`src/rtl/mips_mc_control_if.sv`:
```
// Control bundle between the multi-cycle control unit and its datapath/memory.
// The control unit is the master: it reads the IR fields, ALU zero flag and
// memory ready, and drives every enable/select plus the debug state.
interface mips_mc_control_if;
    logic [5:0] op_code;
    logic [5:0] funct;
    logic       zero_flag;
    logic       mem_ready;

    logic       mem_req;
    logic       mem_write;
    logic       iord;
    logic       ir_write;
    logic       pc_en;
    logic [1:0] pc_src;
    logic       alu_src_a;
    logic [1:0] alu_src_b;
    logic [2:0] alu_control;
    logic       reg_write;
    logic       reg_dst;
    logic       mem_to_reg;
    logic       illegal_instr;
    logic       fault;
    logic [1:0] fault_code;
    logic [3:0] state;

    modport master (
        input  op_code, funct, zero_flag, mem_ready,
        output mem_req, mem_write, iord, ir_write, pc_en, pc_src, alu_src_a, alu_src_b,
               alu_control, reg_write, reg_dst, mem_to_reg, illegal_instr, fault,
               fault_code, state
    );

    modport slave (
        output op_code, funct, zero_flag, mem_ready,
        input  mem_req, mem_write, iord, ir_write, pc_en, pc_src, alu_src_a, alu_src_b,
               alu_control, reg_write, reg_dst, mem_to_reg, illegal_instr, fault,
               fault_code, state
    );
endinterface

```
`src/rtl/mips_mc_control.sv`:
```
// Multi-cycle MIPS control unit. Moore FSM that walks one instruction through
// 3-5 states over a single shared memory using a req/ready handshake, with a
// bounded memory wait and illegal-instruction trapping.
module mips_mc_control #(
    parameter int unsigned MEM_TIMEOUT  = 16,
    parameter int unsigned TIMEOUT_W    = 5,
    parameter bit          TRAP_ILLEGAL = 1'b1,
    parameter bit          ENABLE_BNE   = 1'b1
) (
    input  logic              clk,
    input  logic              arst_n,
    mips_mc_control_if.master bus
);

    typedef enum logic [3:0] {
        StIdle     = 4'd0,
        StFetch    = 4'd1,
        StDecode   = 4'd2,
        StMemAdr   = 4'd3,
        StMemRead  = 4'd4,
        StMemWb    = 4'd5,
        StMemWrite = 4'd6,
        StExecute  = 4'd7,
        StAluWb    = 4'd8,
        StBranch   = 4'd9,
        StAddiExec = 4'd10,
        StAddiWb   = 4'd11,
        StJump     = 4'd12,
        StFault    = 4'd13
    } state_e;

    localparam logic [5:0] OpRType = 6'b000000;
    localparam logic [5:0] OpJ     = 6'b000010;
    localparam logic [5:0] OpBeq   = 6'b000100;
    localparam logic [5:0] OpBne   = 6'b000101;
    localparam logic [5:0] OpAddi  = 6'b001000;
    localparam logic [5:0] OpLw    = 6'b100011;
    localparam logic [5:0] OpSw    = 6'b101011;

    localparam logic [2:0] AluAdd = 3'b010;
    localparam logic [2:0] AluSub = 3'b110;
    localparam logic [2:0] AluAnd = 3'b000;
    localparam logic [2:0] AluOr  = 3'b001;
    localparam logic [2:0] AluSlt = 3'b111;

    localparam logic [1:0] FaultNone    = 2'b00;
    localparam logic [1:0] FaultTimeout = 2'b01;
    localparam logic [1:0] FaultIllegal = 2'b10;

    localparam bit                   TimeoutEn = (MEM_TIMEOUT != 0);
    // Only meaningful when TimeoutEn; the wrap for MEM_TIMEOUT == 0 is never compared.
    localparam logic [TIMEOUT_W-1:0] WaitLast  = TIMEOUT_W'(MEM_TIMEOUT - 1);

    state_e               state_q, state_d;
    logic [TIMEOUT_W-1:0] wait_cnt_q, wait_cnt_d;
    logic [1:0]           fault_code_q, fault_code_d;
    logic                 illegal;
    logic                 mem_wait;
    logic                 funct_ok;
    logic [2:0]           funct_alu;

    // R-type function field decode, shared by next-state and output logic.
    always_comb begin
        funct_ok  = 1'b1;
        funct_alu = AluAdd;
        case (bus.funct)
            6'b100000: funct_alu = AluAdd;
            6'b100010: funct_alu = AluSub;
            6'b100100: funct_alu = AluAnd;
            6'b100101: funct_alu = AluOr;
            6'b101010: funct_alu = AluSlt;
            default:   funct_ok  = 1'b0;
        endcase
    end

    // State, wait counter and fault code registers.
    always_ff @(posedge clk or negedge arst_n) begin
        if (!arst_n) begin
            state_q      <= StIdle;
            wait_cnt_q   <= '0;
            fault_code_q <= FaultNone;
        end else begin
            state_q      <= state_d;
            wait_cnt_q   <= wait_cnt_d;
            fault_code_q <= fault_code_d;
        end
    end

    // Next state, memory wait timeout and illegal-instruction handling.
    always_comb begin
        state_d      = state_q;
        wait_cnt_d   = wait_cnt_q;
        fault_code_d = fault_code_q;
        illegal      = 1'b0;
        mem_wait     = 1'b0;

        unique case (state_q)
            StIdle: state_d = StFetch;
            StFetch: begin
                if (bus.mem_ready) state_d = StDecode;
                else               mem_wait = 1'b1;
            end
            StDecode: begin
                case (bus.op_code)
                    OpLw, OpSw: state_d = StMemAdr;
                    OpRType:    state_d = StExecute;
                    OpBeq:      state_d = StBranch;
                    OpBne: begin
                        if (ENABLE_BNE) state_d = StBranch;
                        else            illegal = 1'b1;
                    end
                    OpAddi:     state_d = StAddiExec;
                    OpJ:        state_d = StJump;
                    default:    illegal = 1'b1;
                endcase
            end
            StMemAdr: state_d = (bus.op_code == OpSw) ? StMemWrite : StMemRead;
            StMemRead: begin
                if (bus.mem_ready) state_d = StMemWb;
                else               mem_wait = 1'b1;
            end
            StMemWb: state_d = StFetch;
            StMemWrite: begin
                if (bus.mem_ready) state_d = StFetch;
                else               mem_wait = 1'b1;
            end
            StExecute: begin
                if (funct_ok) state_d = StAluWb;
                else          illegal = 1'b1;
            end
            StAluWb:    state_d = StFetch;
            StBranch:   state_d = StFetch;
            StAddiExec: state_d = StAddiWb;
            StAddiWb:   state_d = StFetch;
            StJump:     state_d = StFetch;
            StFault:    state_d = StFault;
            default:    state_d = StIdle;
        endcase

        // A ready in the last allowed cycle wins over the timeout.
        if (mem_wait) begin
            if (TimeoutEn && (wait_cnt_q == WaitLast)) begin
                state_d      = StFault;
                fault_code_d = FaultTimeout;
            end else begin
                wait_cnt_d = wait_cnt_q + 1'b1;
            end
        end

        // Without trapping, the PC is already past the instruction, so it becomes a NOP.
        if (illegal) begin
            if (TRAP_ILLEGAL) begin
                state_d      = StFault;
                fault_code_d = FaultIllegal;
            end else begin
                state_d = StFetch;
            end
        end

        if ((state_d != state_q) &&
            ((state_d == StFetch) || (state_d == StMemRead) || (state_d == StMemWrite))) begin
            wait_cnt_d = '0;
        end
    end

    // Moore outputs from the current state; only fetch and branch look at inputs.
    always_comb begin
        bus.mem_req       = 1'b0;
        bus.mem_write     = 1'b0;
        bus.iord          = 1'b0;
        bus.ir_write      = 1'b0;
        bus.pc_en         = 1'b0;
        bus.pc_src        = 2'b00;
        bus.alu_src_a     = 1'b0;
        bus.alu_src_b     = 2'b00;
        bus.alu_control   = AluAdd;
        bus.reg_write     = 1'b0;
        bus.reg_dst       = 1'b0;
        bus.mem_to_reg    = 1'b0;
        bus.illegal_instr = illegal;
        bus.fault         = (state_q == StFault);
        bus.fault_code    = fault_code_q;
        bus.state         = state_q;

        unique case (state_q)
            StFetch: begin
                bus.mem_req   = 1'b1;
                bus.alu_src_b = 2'b01;
                bus.ir_write  = bus.mem_ready;
                bus.pc_en     = bus.mem_ready;
            end
            StDecode: bus.alu_src_b = 2'b11;
            StMemAdr: begin
                bus.alu_src_a = 1'b1;
                bus.alu_src_b = 2'b10;
            end
            StMemRead: begin
                bus.mem_req = 1'b1;
                bus.iord    = 1'b1;
            end
            StMemWb: begin
                bus.reg_write  = 1'b1;
                bus.mem_to_reg = 1'b1;
            end
            StMemWrite: begin
                bus.mem_req   = 1'b1;
                bus.mem_write = 1'b1;
                bus.iord      = 1'b1;
            end
            StExecute: begin
                bus.alu_src_a   = 1'b1;
                bus.alu_control = funct_alu;
            end
            StAluWb: begin
                bus.reg_write = 1'b1;
                bus.reg_dst   = 1'b1;
            end
            StBranch: begin
                bus.alu_src_a   = 1'b1;
                bus.alu_control = AluSub;
                bus.pc_src      = 2'b01;
                bus.pc_en       = (bus.op_code == OpBne) ? ~bus.zero_flag : bus.zero_flag;
            end
            StAddiExec: begin
                bus.alu_src_a = 1'b1;
                bus.alu_src_b = 2'b10;
            end
            StAddiWb: bus.reg_write = 1'b1;
            StJump: begin
                bus.pc_src = 2'b10;
                bus.pc_en  = 1'b1;
            end
            default: ;
        endcase
    end

endmodule

```
`src/flat_wrapper.sv`:
```
// flat-port wrapper written by rule: the top's interface ports become plain ports
module mips_mc_control_flat 
#(
    parameter int unsigned MEM_TIMEOUT  = 16,
    parameter int unsigned TIMEOUT_W    = 5,
    parameter bit          TRAP_ILLEGAL = 1'b1,
    parameter bit          ENABLE_BNE   = 1'b1
)
  (clk, arst_n, bus_op_code, bus_funct, bus_zero_flag, bus_mem_ready, bus_mem_req, bus_mem_write, bus_iord, bus_ir_write, bus_pc_en, bus_pc_src, bus_alu_src_a, bus_alu_src_b, bus_alu_control, bus_reg_write, bus_reg_dst, bus_mem_to_reg, bus_illegal_instr, bus_fault, bus_fault_code, bus_state);
  mips_mc_control_if bus_i ();
  input  logic clk;
  input  logic arst_n;
  input wire logic [$bits(bus_i.op_code)-1:0] bus_op_code;
  input wire logic [$bits(bus_i.funct)-1:0] bus_funct;
  input wire logic [$bits(bus_i.zero_flag)-1:0] bus_zero_flag;
  input wire logic [$bits(bus_i.mem_ready)-1:0] bus_mem_ready;
  output wire logic [$bits(bus_i.mem_req)-1:0] bus_mem_req;
  output wire logic [$bits(bus_i.mem_write)-1:0] bus_mem_write;
  output wire logic [$bits(bus_i.iord)-1:0] bus_iord;
  output wire logic [$bits(bus_i.ir_write)-1:0] bus_ir_write;
  output wire logic [$bits(bus_i.pc_en)-1:0] bus_pc_en;
  output wire logic [$bits(bus_i.pc_src)-1:0] bus_pc_src;
  output wire logic [$bits(bus_i.alu_src_a)-1:0] bus_alu_src_a;
  output wire logic [$bits(bus_i.alu_src_b)-1:0] bus_alu_src_b;
  output wire logic [$bits(bus_i.alu_control)-1:0] bus_alu_control;
  output wire logic [$bits(bus_i.reg_write)-1:0] bus_reg_write;
  output wire logic [$bits(bus_i.reg_dst)-1:0] bus_reg_dst;
  output wire logic [$bits(bus_i.mem_to_reg)-1:0] bus_mem_to_reg;
  output wire logic [$bits(bus_i.illegal_instr)-1:0] bus_illegal_instr;
  output wire logic [$bits(bus_i.fault)-1:0] bus_fault;
  output wire logic [$bits(bus_i.fault_code)-1:0] bus_fault_code;
  output wire logic [$bits(bus_i.state)-1:0] bus_state;
  assign bus_i.op_code = bus_op_code;
  assign bus_i.funct = bus_funct;
  assign bus_i.zero_flag = bus_zero_flag;
  assign bus_i.mem_ready = bus_mem_ready;
  assign bus_mem_req = bus_i.mem_req;
  assign bus_mem_write = bus_i.mem_write;
  assign bus_iord = bus_i.iord;
  assign bus_ir_write = bus_i.ir_write;
  assign bus_pc_en = bus_i.pc_en;
  assign bus_pc_src = bus_i.pc_src;
  assign bus_alu_src_a = bus_i.alu_src_a;
  assign bus_alu_src_b = bus_i.alu_src_b;
  assign bus_alu_control = bus_i.alu_control;
  assign bus_reg_write = bus_i.reg_write;
  assign bus_reg_dst = bus_i.reg_dst;
  assign bus_mem_to_reg = bus_i.mem_to_reg;
  assign bus_illegal_instr = bus_i.illegal_instr;
  assign bus_fault = bus_i.fault;
  assign bus_fault_code = bus_i.fault_code;
  assign bus_state = bus_i.state;
  mips_mc_control #(.MEM_TIMEOUT(MEM_TIMEOUT), .TIMEOUT_W(TIMEOUT_W), .TRAP_ILLEGAL(TRAP_ILLEGAL), .ENABLE_BNE(ENABLE_BNE)) u_core (.clk(clk), .arst_n(arst_n), .bus(bus_i));
endmodule
```
`config.mk`:
```
export PLATFORM = sky130hd
export DESIGN_NAME = mips_mc_control_flat
export DESIGN_NICKNAME = d
export VERILOG_FILES = /design/src/rtl/mips_mc_control_if.sv /design/src/rtl/mips_mc_control.sv /design/src/flat_wrapper.sv
export SDC_FILE = /design/constraint.sdc
export NUM_CORES = 1
export LEC_CHECK = 0
export CORE_MARGIN = 2
export CORE_UTILIZATION = 49
export DETAILED_ROUTE_END_ITERATION = 10
export GPL_TIMING_DRIVEN = 0
export HOLD_SLACK_MARGIN = 0.03
export PLACE_DENSITY = 0.86
export SLEW_MARGIN = 5
export SYNTH_ARGS = -nofsm -noshare
export SYNTH_HDL_FRONTEND = slang
export SYNTH_SLANG_ARGS = --single-unit
```
`constraint.sdc`:
```
create_clock -name clk -period 5.4 [get_ports clk]
set_input_delay 0.54 -clock clk [delete_from_list [all_inputs] [get_ports clk]]
set_output_delay 0.54 -clock clk [all_outputs]
set_load 0.02 [all_outputs]
```
Word-level counts from Yosys, hierarchy flattened
Cells that the tools add are included.

operators by class
  $add $sub $neg = 1
  equal/unequal tests = 30
  multiplexer cells = 36
  bitwise gates (word level) = 1
  reductions and logical operators = 20

operators by type and width
  operator                                       number
  == test 6 bit, second input constant           7
  case mux 4 bit (9 select lines)                1
  2-to-1 mux 4 bit                               7
  == test 4 x 3 -> 1 bit, second input constant  6
  == test 4 bit, second input constant           6
  case mux 4 bit (5 select lines)                1
  2-to-1 mux 5 bit                               3
  2-to-1 mux 1 bit                               14
  == test 6 x 3 -> 1 bit, second input constant  2
  case mux 3 bit (4 select lines)                1
  == test 4 x 1 -> 1 bit, second input constant  2
  == test 4 x 2 -> 1 bit, second input constant  2
  2-to-1 mux 2 bit                               4
  OR reduction 2 bit                             4
  OR reduction 7 bit                             1
  == test 6 x 2 -> 1 bit, second input constant  1
  == test 6 x 4 -> 1 bit, second input constant  1
  zero test 6 bit                                1
  case mux 2 bit (3 select lines)                1
  case mux 3 bit (2 select lines)                1
  nonzero test 2 bit                             3
  OR reduction 3 bit                             2
  OR reduction 6 bit                             1
  adder 5 x 1 -> 5 bit, second input constant    1
  other kinds (13)                               15

word-level totals
  flip-flop bits (word level) = 11

Logic depth before layout (Yosys ltp)
Gate-level depths: netlist (run 1).

  depth in word-level cells = 14
  mapped depth = 10
  gate-level depth less buffers = 10

Worst setup path before layout (run 1)
Ideal clock, no wire load.

  path type = register to register
  from = register u_core.state_q[2], in the netlist u_core.bus.state[2]
  to = register u_core.wait_cnt_q[4]
  arrival = 2.258 ns
  data required time = 5.313 ns
  path slack = 3.055 ns
  cell stages (with the launch flop) = 9
  cell sequence = dfrtp_1 buf_2 nor3b_1 a32oi_1 and3_1 nand2_1 xnor2_1 o31a_1 a211oi_2

on the way
  longest elaborated chain between the ends = 12
  elaborated cells on any way between the ends = 38
  classes of those cells = 18 x eq/ne; 12 x mux; 8 x reduce/logical

RTL lines
  element                                                                       RTL line                RTL
  start: declaration                                                            mips_mc_control.sv:54   state_e state_q, state_d;
  start signal: assignment                                                      mips_mc_control.sv:79   state_q <= StIdle;
  start signal: assignment                                                      mips_mc_control.sv:83   state_q <= state_d;
  == test 4 x 3 -> 1 bit, or another cell as far along                          mips_mc_control.sv:97   unique case (state_q)
  OR reduction 6 bit (no source line)                                           -
  case mux 4 bit (9 select lines)                                               mips_mc_control.sv:97
  2-to-1 mux 4 bit                                                              mips_mc_control.sv:142  if (TimeoutEn && (wait_cnt_q == WaitLast)) begin
  2-to-1 mux 4 bit                                                              mips_mc_control.sv:141  if (mem_wait) begin
  2-to-1 mux 4 bit (*)                                                          mips_mc_control.sv:151  if (illegal) begin
  via u_core.state_d[2]                                                         mips_mc_control.sv:54
  == test 4 x 1 -> 1 bit or == test 4 x 3 -> 1 bit (tied branches)              mips_mc_control.sv:161  ((state_d == StFetch) || (state_d == StMemRead) || (state_d == StMemWrite))) begin
  logical OR 1 bit (2 in a row)                                                 mips_mc_control.sv:161
  logical AND 1 bit (*)                                                         mips_mc_control.sv:160  if ((state_d != state_q) &&
  inequality test 2 bit (no source line) or nonzero test 2 bit (tied branches)  -
  AND reduction 2 bit (no source line)                                          -
  end signal: assignment                                                        mips_mc_control.sv:84   wait_cnt_q <= wait_cnt_d;
  end: declaration                                                              mips_mc_control.sv:55   logic [TIMEOUT_W-1:0] wait_cnt_q, wait_cnt_d;

Mark *: on every way through the listed nets, which the timed path passes. The rest lies on a longest branch.
A chain may end at the register's enable or synchronous reset.

Final worst setup path (run 1)
  from = input port bus_op_code[5]
  to = output port bus_illegal_instr

on the way
  longest elaborated chain between the ends = 4
  elaborated cells on any way between the ends = 10
  classes of those cells = 6 x eq/ne; 2 x mux; 2 x reduce/logical

RTL lines
  element                                      RTL line                RTL
  start: declaration                           flat_wrapper.sv:13      input wire logic [$bits(bus_i.op_code)-1:0] bus_op_code;
  == test 6 bit, or another cell as far along  mips_mc_control.sv:104  case (bus.op_code)
  OR reduction 7 bit (no source line) (*)      -
  2-to-1 mux 1 bit (*)                         -
  case mux 1 bit (2 select lines) (*)          mips_mc_control.sv:97
  end: declaration                             flat_wrapper.sv:29      output wire logic [$bits(bus_i.illegal_instr)-1:0] bus_illegal_instr;

Every way passes the cells marked *; elsewhere a longest branch is shown, timed or not.

==> flow_metrics.py, run 1 <==
metrics = {
    "status": {
        "outcome": "finished, final reports clean",
    },
    "clocking": {
        "clk_pin_slew_worst_paths_ps": 70,
        "cts-root-buf": "clkbuf_4",
        "htreeDepth": 1,
        "cts_buffer_depth": 2,
        "cts.sinks": 11,
        "numCtsBuffers": 3,
        "cts_tree": "yes",
        "post_cts_resized": 0,
        "post-cts-setup-buffers": 0,
        "postCtsHoldBufs": 0,
        "worstSkewPairLatency_ps": 280,
    },
    "drt": {
        "routedWlPerCell_um": 15.7,
        "totalWireLength_um": 3410,
        "drc": 0,
        "ant_nets": 0,
        "first_pass_iters": 4,
        "via_per_inst": 6.19,
        "via_count": 1349,
        "drt_iter0_markers": 66,
    },
    "finish": {
        "fin_nets": 209,
        "layout_common_cells": "clkdlybuf4s50_1 (39), nor2_1 (18), nand2_1 (13)",
        "synthToLayoutAreaGrowth_pct": 39.3,
        "multi_input_area_um2": 817,
        "layout.area.seq_um2": 275,
        "final_common_cell": "clkdlybuf4s50_1",
        "diodes": 0,
        "nFillCells": 186,
        "drive_gt1_share_pct": 8.95,
        "design_area_um2": 1610,
    },
    "die": {
        "core_um2": 2210,
        "num_rows": 17,
        "start_util_pct": 52.1,
        "die-width_um": 52.5,
        "fp.dieH_um": 52.5,
        "io-pin-count": 40,
        "die-area_um2": 2760,
    },
    "grt": {
        "grt_pass1_vias": 1206,
        "globalRoute.totalOverflow": 0,
        "grt_use_total_pct": 27.1,
        "grt_max_degree": 12,
        "grt_pass1_wl_um": 5610,
        "antenna_found_initial": 0,
    },
    "synth": {
        "synth_seq_cells": 11,
        "synth_fp_nets": 165,
        "synth-edff-count": 0,
        "yosysUniqueCellTypes": 53,
        "syn_area_per_cell_um2": 7.85,
        "syn_area_um2": 1150,
        "ys_seq_area_share_pct": 23.9,
        "synth-warning-count": 0,
        "synth-async-reset-ratio_pct": 100,
        "yosys_most_used_dff": "dfrtp_1",
        "syn_inst": 147,
    },
    "critical_path": {
        "worst_r2r_endpoint": "u_core.wait_cnt_q[4]$_DFFE_PN0P_",
        "worstRegToRegCells": 8,
        "crit_arrival_ps": 2660,
        "worst-setup-path-type": "input pin to output pin",
        "critical-path-max-stage-delay_ps": 620,
        "cp_top_family": "buffers and inverters",
        "critPathBufInv": 2,
        "r2r_start": "u_core.bus.state[2]$_DFF_PN0_",
        "required_ps": 4860,
        "cp_max_fo": 8,
        "cp_cell_sequence": "clkdlybuf4s50_1 > and4b_1 > o31ai_1 > nand2_1 > nand2_1 > clkdlybuf4s50_1",
        "cp_slowest_cell": "clkdlybuf4s50_1",
        "start_kind": "input pin",
        "worst-r2r-setup-slack_ps": 2850,
        "end_kind": "output pin",
    },
    "sta": {
        "finalSetupTns_ps": 0,
        "relSlewSlack_pct": 62.4,
        "max_freq_mhz": 313,
        "hold_violations": 0,
        "fin_skew_ps": 6.91,
        "setup_viol": 0,
        "rsz0062_at_grt": "false",
        "finalCritPeriodShare_pct": 59.3,
        "maxSlewViolCount": 0,
        "period_needed_ps": 3200,
        "worst_pin_slew_ps": 560,
    },
    "power": {
        "ir_worst_vdd_uv": 356,
        "total_power_mw": 0.767,
        "cellLeakagePower_nw": 0.650,
        "powerDensity_nw_per_um2": 477,
    },
    "hold_path": {
        "worstHoldStart": "u_core.bus.fault_code[1]$_DFFE_PN0P_",
        "hold_end": "u_core.bus.fault_code[1]$_DFFE_PN0P_",
        "holdPathStages": 1,
        "hold_path_class": "register to register",
    },
    "job": {
        "max-cap-violations": 0,
    },
    "place": {
        "dp_hpwl_um": 2640,
        "numPortBuffers": 39,
        "placed_area_um2": 1580,
        "gp_congestion": 0.895,
    },
}
==> Yosys cell counts (all sizes together), types with 3 or more instances <==
master  number  area, um2
a211oi       3       32.5
a21oi        3       15.0
and3         4       25.0
buf          6       27.5
dfrtp       11        275
inv          7       26.3
nand2       13       48.8
nand2b       5       31.3
nor2        18       67.6
nor2b        4       25.0
nor3         9       45.0
nor3b        5       37.5
o21ai        5       25.0
o22ai        3       18.8
o31ai        3       22.5
xnor2        4       35.0
==> state kept, by name (all words and copies together), names as in the netlist <==
name,cells
u_core.bus.fault_code,2
u_core.wait_cnt_q,5
u_core.bus.state,4
==> cell families after synthesis <==
kind of cell             count (synthesis)  synth area share [%]
AND/OR/NAND/NOR                         75                  37.4
multiplexers                             1                 0.868
XOR/XNOR                                 6                  4.56
flip-flops                              11                  23.9
buffers and inverters                   15                  5.31
adder cells (fa/ha/maj)                  2                  2.17
AO/OA/AOI/OAI                           37                  25.8
==> how the worst max path moves through the flow <==
stage | from | endpoint | slack (ps) | depth (start not counted)
6_report | bus_op_code[5] | bus_illegal_instr | 2200 | 6
5_1_grt | bus_op_code[5] | bus_illegal_instr | 2100 | 6
4_1_cts | bus_op_code[5] | bus_illegal_instr | 2230 | 6
3_5_place_dp | bus_op_code[5] | bus_illegal_instr | 2240 | 6
3_3_place_gp | bus_op_code[5] | bus_illegal_instr | 2290 | 6
2_1_floorplan | u_core.bus.state[2]$_DFF_PN0_ | u_core.wait_cnt_q[4]$_DFFE_PN0P_ | 3060 | 8
==> where the power goes <==
part | internal [mW] | total (mW) | switching [mW]
Sequential | 0.108 | 0.133 | 0.0247
Clock | 0.0276 | 0.0575 | 0.0300
Combinational | 0.246 | 0.577 | 0.331
Total | 0.381 | 0.767 | 0.386
==> through the flow <==
| stage | setup slack, ps | std cells | util [%] | hold slack [ps] |
|---|---|---|---|---|
| after global placement | 2290 | 214 | 71.4 | 472 |
| after floorplan | 3060 | 147 | - | 244 |
| after CTS | 2230 | 218 | 72.6 | 506 |
| after global routing | 2100 | 218 | 72.6 | 520 |
| after detailed placement | 2240 | 214 | 71.4 | 478 |
| final | 2200 | 218 | 72.6 | 505 |
==> cell type report <==
class                      instances  share of cell area (%)
tap                               28                    2.18
clock buffer                       3                    1.40
buffer                             8                    2.18
clock inverter                     1                   0.312
timing repair buffer              39                    24.3
multi-input combinational        121                    50.9
sequential                        11                    17.1
inverter                           7                    1.64
==> metal layers <==
| metal | track usage, % | vias up | part of all wire, % |
|---|---|---|---|
| li1 | - | 639 | - |
| met1 | 37.3 | 638 | 44 |
| met2 | 43.8 | 67 | 47 |
| met3 | 4.86 | 5 | 7.7 |
| met4 | 6.41 | 0 | 0.62 |
| met5 | 0 | - | 0 |
(Power assumes the default switching activity.)
==> run 2, diff against run 1 <==
--- a/config.mk
+++ b/config.mk
@@ -6,11 +6,11 @@
 export NUM_CORES = 1
 export LEC_CHECK = 0
 export CORE_MARGIN = 2
-export CORE_UTILIZATION = 49
+export CORE_UTILIZATION = 45
 export DETAILED_ROUTE_END_ITERATION = 10
 export GPL_TIMING_DRIVEN = 0
 export HOLD_SLACK_MARGIN = 0.03
-export PLACE_DENSITY = 0.86
+export PLACE_DENSITY = 0.8
 export SLEW_MARGIN = 5
 export SYNTH_ARGS = -nofsm -noshare
 export SYNTH_HDL_FRONTEND = slang
==> constraint.sdc (replaced) <==
create_clock -name clk -period 3.2 [get_ports clk]
set_input_delay 0.32 -clock clk [delete_from_list [all_inputs] [get_ports clk]]
set_output_delay 0.32 -clock clk [all_outputs]
set_load 0.02 [all_outputs]
==> flow_metrics.py, run 2 (synthesis gave the netlist of run 1 again) <==
metrics = {
    "sta": {
        "rsz0062_at_grt": "false",
        "fin_skew_ps": 3.09,
        "finalCritPeriodShare_pct": 87.8,
        "finalSetupTns_ps": 0,
        "period_needed_ps": 2810,
        "fin_ws_ps": 392,
        "relSlewSlack_pct": 56.5,
        "setup_viol": 0,
        "max_freq_mhz": 356,
        "hold_violations": 0,
        "worst_pin_slew_ps": 648,
        "maxSlewViolCount": 0,
    },
    "finish": {
        "largest_reg_flops": 5,
        "design_area_um2": 1610,
        "final_util_pct": 65.5,
        "drive_gt1_share_pct": 8.42,
        "fin_nets": 209,
        "final_common_cell": "clkdlybuf4s50_1",
        "synthToLayoutAreaGrowth_pct": 39.4,
        "layout_common_cells": "clkdlybuf4s50_1 (39), nor2_1 (18), nand2_1 (13)",
        "regMostFlops": "u_core.wait_cnt_q",
        "diodes": 0,
    },
    "clocking": {
        "postCtsHoldBufs": 0,
        "cts_buffer_depth": 2,
        "cts_tree": "yes",
        "cts-root-buf": "clkbuf_4",
        "numCtsBuffers": 3,
        "post-cts-setup-buffers": 0,
        "clk_pin_slew_worst_paths_ps": 70,
        "post_cts_resized": 0,
        "worstSkewPairLatency_ps": 260,
        "cts.sinks": 11,
        "htreeDepth": 1,
    },
    "drt": {
        "via_per_inst": 5.95,
        "ant_nets": 0,
        "routedWlPerCell_um": 14.5,
        "first_pass_iters": 4,
        "drc": 0,
        "drt_iter0_markers": 24,
        "via_count": 1309,
        "totalWireLength_um": 3180,
    },
    "grt": {
        "antenna_found_initial": 0,
        "grt_use_total_pct": 23.1,
        "grt_pass1_vias": 1197,
        "grt_max_degree": 12,
        "globalRoute.totalOverflow": 0,
        "grt_pass1_wl_um": 5040,
    },
    "critical_path": {
        "required_ps": 2880,
        "end_kind": "output pin",
        "r2r_start": "u_core.bus.state[2]$_DFF_PN0_",
        "critPathBufInv": 3,
        "worst-setup-path-type": "register to output pin",
        "cp_slowest_cell": "clkdlybuf4s50_1",
        "worstRegToRegCells": 8,
        "worst_r2r_endpoint": "u_core.wait_cnt_q[4]$_DFFE_PN0P_",
        "start_kind": "register",
        "worst-r2r-setup-slack_ps": 600,
        "critical-path-max-stage-delay_ps": 600,
        "crit_arrival_ps": 2490,
        "cp_max_fo": 10,
        "cp_cell_sequence": "buf_2 > buf_1 > nor2b_1 > and3_1 > a211o_1 > clkdlybuf4s50_1",
        "cp_top_family": "buffers and inverters",
    },
    "die": {
        "fp.dieH_um": 54.6,
        "die-area_um2": 2980,
        "io-pin-count": 40,
        "core_um2": 2450,
        "start_util_pct": 47.0,
        "die-width_um": 54.6,
        "num_rows": 18,
    },
    "power": {
        "p_int_mw": 0.645,
        "p_clk_share_pct": 7.1,
        "p_comb_share_pct": 75.9,
        "switching_share_pct": 49.7,
        "switchingPower_mw": 0.637,
        "total_power_mw": 1.28,
        "p_seq_share_pct": 17.0,
        "ir_worst_vdd_uv": 587,
        "powerDensity_nw_per_um2": 798,
        "cellLeakagePower_nw": 0.647,
    },
    "place": {
        "placed_area_um2": 1580,
        "gp_congestion": 0.843,
        "dp_hpwl_um": 2600,
        "place_ws_ps": 450,
        "numPortBuffers": 39,
    },
    "status": {
        "outcome": "finished, final reports clean",
    },
    "hold_path": {
        "hold_path_class": "input pin to async pin",
    },
    "job": {
        "max-cap-violations": 0,
    },
}
[run 2: cell types whose count changed in the layout (fill, tap and decap cells not counted), sizes merged]
| cell | change |
|---|---|
| clkinv | -1 |
| clkbuf | +1 |
[run 2: power groups by stage]
stage          registers [mW]  clock network, mW  logic (mW)
2_1_floorplan           0.240                  0       0.613
3_3_place_gp            0.219                  0       0.940
3_5_place_dp            0.220                  0       0.963
4_1_cts                 0.218             0.0964       0.969
5_1_grt                 0.226              0.100        1.05
6_report                0.218             0.0913       0.973
[run 2: metrics by stage]
step           std cells  hold WS, ps
2_1_floorplan        147         24.4
3_3_place_gp         216          467
3_5_place_dp         216          465
4_1_cts              220          385
5_1_grt              220          422
6_report             220          381
[run 2: worst reg2reg max path: stages, from the launching register on]
cell and delay [ps]:
dfrtp_1 340, buf_2 220, clkbuf_1 370, nor2_1 130, a311oi_1 610, a21boi_2 150, xnor2_1 150, o31a_1 320
a211oi_2 210
[run 2: layer usage]
layer / GRT usage [%] / vias to the layer above / wire [um]
met5: 0 / - / 0
met4: 8.33 / 0 / 12
met3: 2.46 / 2 / 250
met2: 40.9 / 53 / 1570
met1: 28.5 / 615 / 1350
li1: - / 639 / -
[run 2: worst max path at each step]
stage | from | endpoint | slack (ps) | cells after the start
6_report | u_core.bus.state[0]$_DFF_PN0_ | bus_pc_en | 390 | 6
5_1_grt | u_core.bus.state[0]$_DFF_PN0_ | bus_alu_src_b[0] | 240 | 6
4_1_cts | u_core.bus.state[0]$_DFF_PN0_ | bus_pc_en | 390 | 6
3_5_place_dp | bus_op_code[5] | bus_illegal_instr | 450 | 6
3_3_place_gp | bus_op_code[5] | bus_illegal_instr | 490 | 6
2_1_floorplan | u_core.bus.state[2]$_DFF_PN0_ | u_core.wait_cnt_q[4]$_DFFE_PN0P_ | 860 | 8
[run 2: area by class of cell]
class	instances	area [um2]
Fill cell	217	847
Multi-Input combinational cell	121	817
Timing Repair Buffer	39	390
Sequential cell	11	275
Tap cell	30	37.5
Buffer	8	35.0
Clock buffer	4	26.3
Inverter	7	26.3
==> run 3, diff against run 2 <==
--- a/config.mk
+++ b/config.mk
@@ -8,7 +8,7 @@
 export CORE_MARGIN = 2
 export CORE_UTILIZATION = 45
 export DETAILED_ROUTE_END_ITERATION = 10
-export GPL_TIMING_DRIVEN = 0
+export GPL_TIMING_DRIVEN = 1
 export HOLD_SLACK_MARGIN = 0.03
 export PLACE_DENSITY = 0.8
 export SLEW_MARGIN = 5
==> flow_metrics.py, run 3 (synthesis gave the netlist of run 1 again) <==
metrics = {
    "die": {
        "die-width_um": 54.6,
        "die-area_um2": 2980,
        "io-pin-count": 40,
        "num_rows": 18,
        "core_um2": 2450,
        "start_util_pct": 47.0,
        "fp.dieH_um": 54.6,
    },
    "finish": {
        "nFillCells": 224,
        "layout_common_cells": "clkdlybuf4s50_1 (39), nor2_1 (18), nand2_1 (13)",
        "fin_nets": 201,
        "final_util_pct": 64.1,
        "drive_gt1_share_pct": 6.59,
        "largest_reg_flops": 5,
        "regMostFlops": "u_core.wait_cnt_q",
        "final_common_cell": "clkdlybuf4s50_1",
        "synthToLayoutAreaGrowth_pct": 36.3,
        "diodes": 0,
    },
    "clocking": {
        "post_cts_resized": 0,
        "numCtsBuffers": 3,
        "worstSkewPairLatency_ps": 260,
        "cts.sinks": 11,
        "htreeDepth": 1,
        "cts_buffer_depth": 2,
        "cts-root-buf": "clkbuf_4",
        "cts_tree": "yes",
        "postCtsHoldBufs": 0,
        "clk_pin_slew_worst_paths_ps": 70,
        "post-cts-setup-buffers": 0,
    },
    "power": {
        "powerDensity_nw_per_um2": 792,
        "cellLeakagePower_nw": 0.624,
        "p_seq_share_pct": 24.5,
        "p_comb_share_pct": 68.3,
        "p_clk_share_pct": 7.3,
        "ir_worst_vdd_uv": 604,
        "p_int_mw": 0.624,
        "switchingPower_mw": 0.622,
        "switching_share_pct": 49.9,
    },
    "status": {
        "outcome": "finished, final reports clean",
    },
    "critical_path": {
        "cp_slowest_cell": "clkdlybuf4s50_1",
        "cp_top_family": "buffers and inverters",
        "end_kind": "output pin",
        "required_ps": 2880,
        "worst-setup-path-type": "input pin to output pin",
        "start_kind": "input pin",
        "critical-path-max-stage-delay_ps": 620,
        "cp_max_fo": 8,
        "crit_arrival_ps": 2380,
        "cp_cell_sequence": "clkdlybuf4s50_1 > and4b_1 > o31ai_1 > nand2_1 > nand2_1 > clkdlybuf4s50_1",
        "critPathBufInv": 2,
    },
    "drt": {
        "totalWireLength_um": 3100,
        "routedWlPerCell_um": 14.6,
        "drt_iter0_markers": 26,
        "first_pass_iters": 4,
        "via_count": 1241,
        "wl_met2_um": 1460,
        "wl_met1_um": 1420,
        "drc": 0,
        "via_per_inst": 5.85,
        "ant_nets": 0,
        "topRoutingLayerUsed": "met4",
        "met3WireLength_um": 182,
    },
    "sta": {
        "fin_skew_ps": 3.19,
        "setup_viol": 0,
        "max_freq_mhz": 370,
        "relSlewSlack_pct": 51.5,
        "finalCritPeriodShare_pct": 84.5,
        "worst_pin_slew_ps": 728,
        "rsz0062_at_grt": "false",
        "maxSlewViolCount": 0,
        "finalSetupTns_ps": 0,
        "period_needed_ps": 2700,
        "hold_violations": 0,
    },
    "grt": {
        "grt_use_total_pct": 22.7,
        "grt_pass1_wl_um": 4970,
        "globalRoute.totalOverflow": 0,
        "grt_max_degree": 24,
        "antenna_found_initial": 0,
        "grt_pass1_vias": 1120,
    },
    "hold_path": {
        "hold_path_class": "input pin to async pin",
    },
    "place": {
        "gp_congestion": 0.829,
        "dp_hpwl_um": 2360,
        "numPortBuffers": 39,
    },
    "job": {
        "max-cap-violations": 0,
    },
}
-- run 3: changes by cell type in the layout (fill, tap and decap cells not counted) --
cell | previous run | this run
clkbuf_1 | 3 | 1
buf_2 | 4 | 0
buf_1 | 2 | 0
-- run 3: area by class of cell --
cell class | count | area, um2 | share of cell area (%)
multi-input cells | 121 | 817 | 51.9
repair buffers | 39 | 390 | 24.8
flip-flops and latches | 11 | 275 | 17.5
well taps | 30 | 37.5 | 2.39
clock buffers | 4 | 26.3 | 1.67
inverters | 7 | 26.3 | 1.67
-- run 3: per-stage QoR --
stage / instances / area, um2 / total power, mW / setup WS (ps) / hold WS [ps]
2_1_floorplan: 147 / 1150 / 0.853 / 855 / 24.4
5_1_grt: 212 / 1570 / 1.35 / 329 / 403
3_3_place_gp: 208 / 1550 / 1.12 / 527 / 467
3_5_place_dp: 208 / 1550 / 1.15 / 530 / 472
4_1_cts: 212 / 1570 / 1.25 / 495 / 390
6_report: 212 / 1570 / 1.25 / 496 / 388
-- run 3: final timing paths --
check / start / cells after the start / end / slack, ps
setup / recovery: bus_op_code[5] / 6 / bus_illegal_instr / 500
hold / removal: arst_n / 1 / u_core.wait_cnt_q[3]$_DFFE_PN0P_ / 390
setup reg to reg: u_core.bus.state[0]$_DFF_PN0_ / 7 / u_core.wait_cnt_q[4]$_DFFE_PN0P_ / 600
hold reg to reg: u_core.bus.fault_code[1]$_DFFE_PN0P_ / 1 / u_core.bus.fault_code[1]$_DFFE_PN0P_ / 500
max in group asynchronous: arst_n / 1 / u_core.bus.state[3]$_DFF_PN0_ / 2480
min in group clk: u_core.bus.fault_code[1]$_DFFE_PN0P_ / 1 / u_core.bus.fault_code[1]$_DFFE_PN0P_ / 500
-- run 3: power groups by stage --
stage / clock network, mW / registers (mW) / logic, mW
floorplan: 0 / 0.240 / 0.613
global placement: 0 / 0.301 / 0.824
detailed placement: 0 / 0.304 / 0.845
CTS: 0.0967 / 0.301 / 0.852
global route: 0.101 / 0.316 / 0.935
finish: 0.0907 / 0.305 / 0.851
-- run 3: routing by layer --
| layer | vias up | track usage, % |
|---|---|---|
| li1 | 617 | - |
| met1 | 573 | 30.8 |
| met2 | 46 | 37.1 |
| met3 | 5 | 1.37 |
| met4 | 0 | 9.17 |
| met5 | - | 0 |
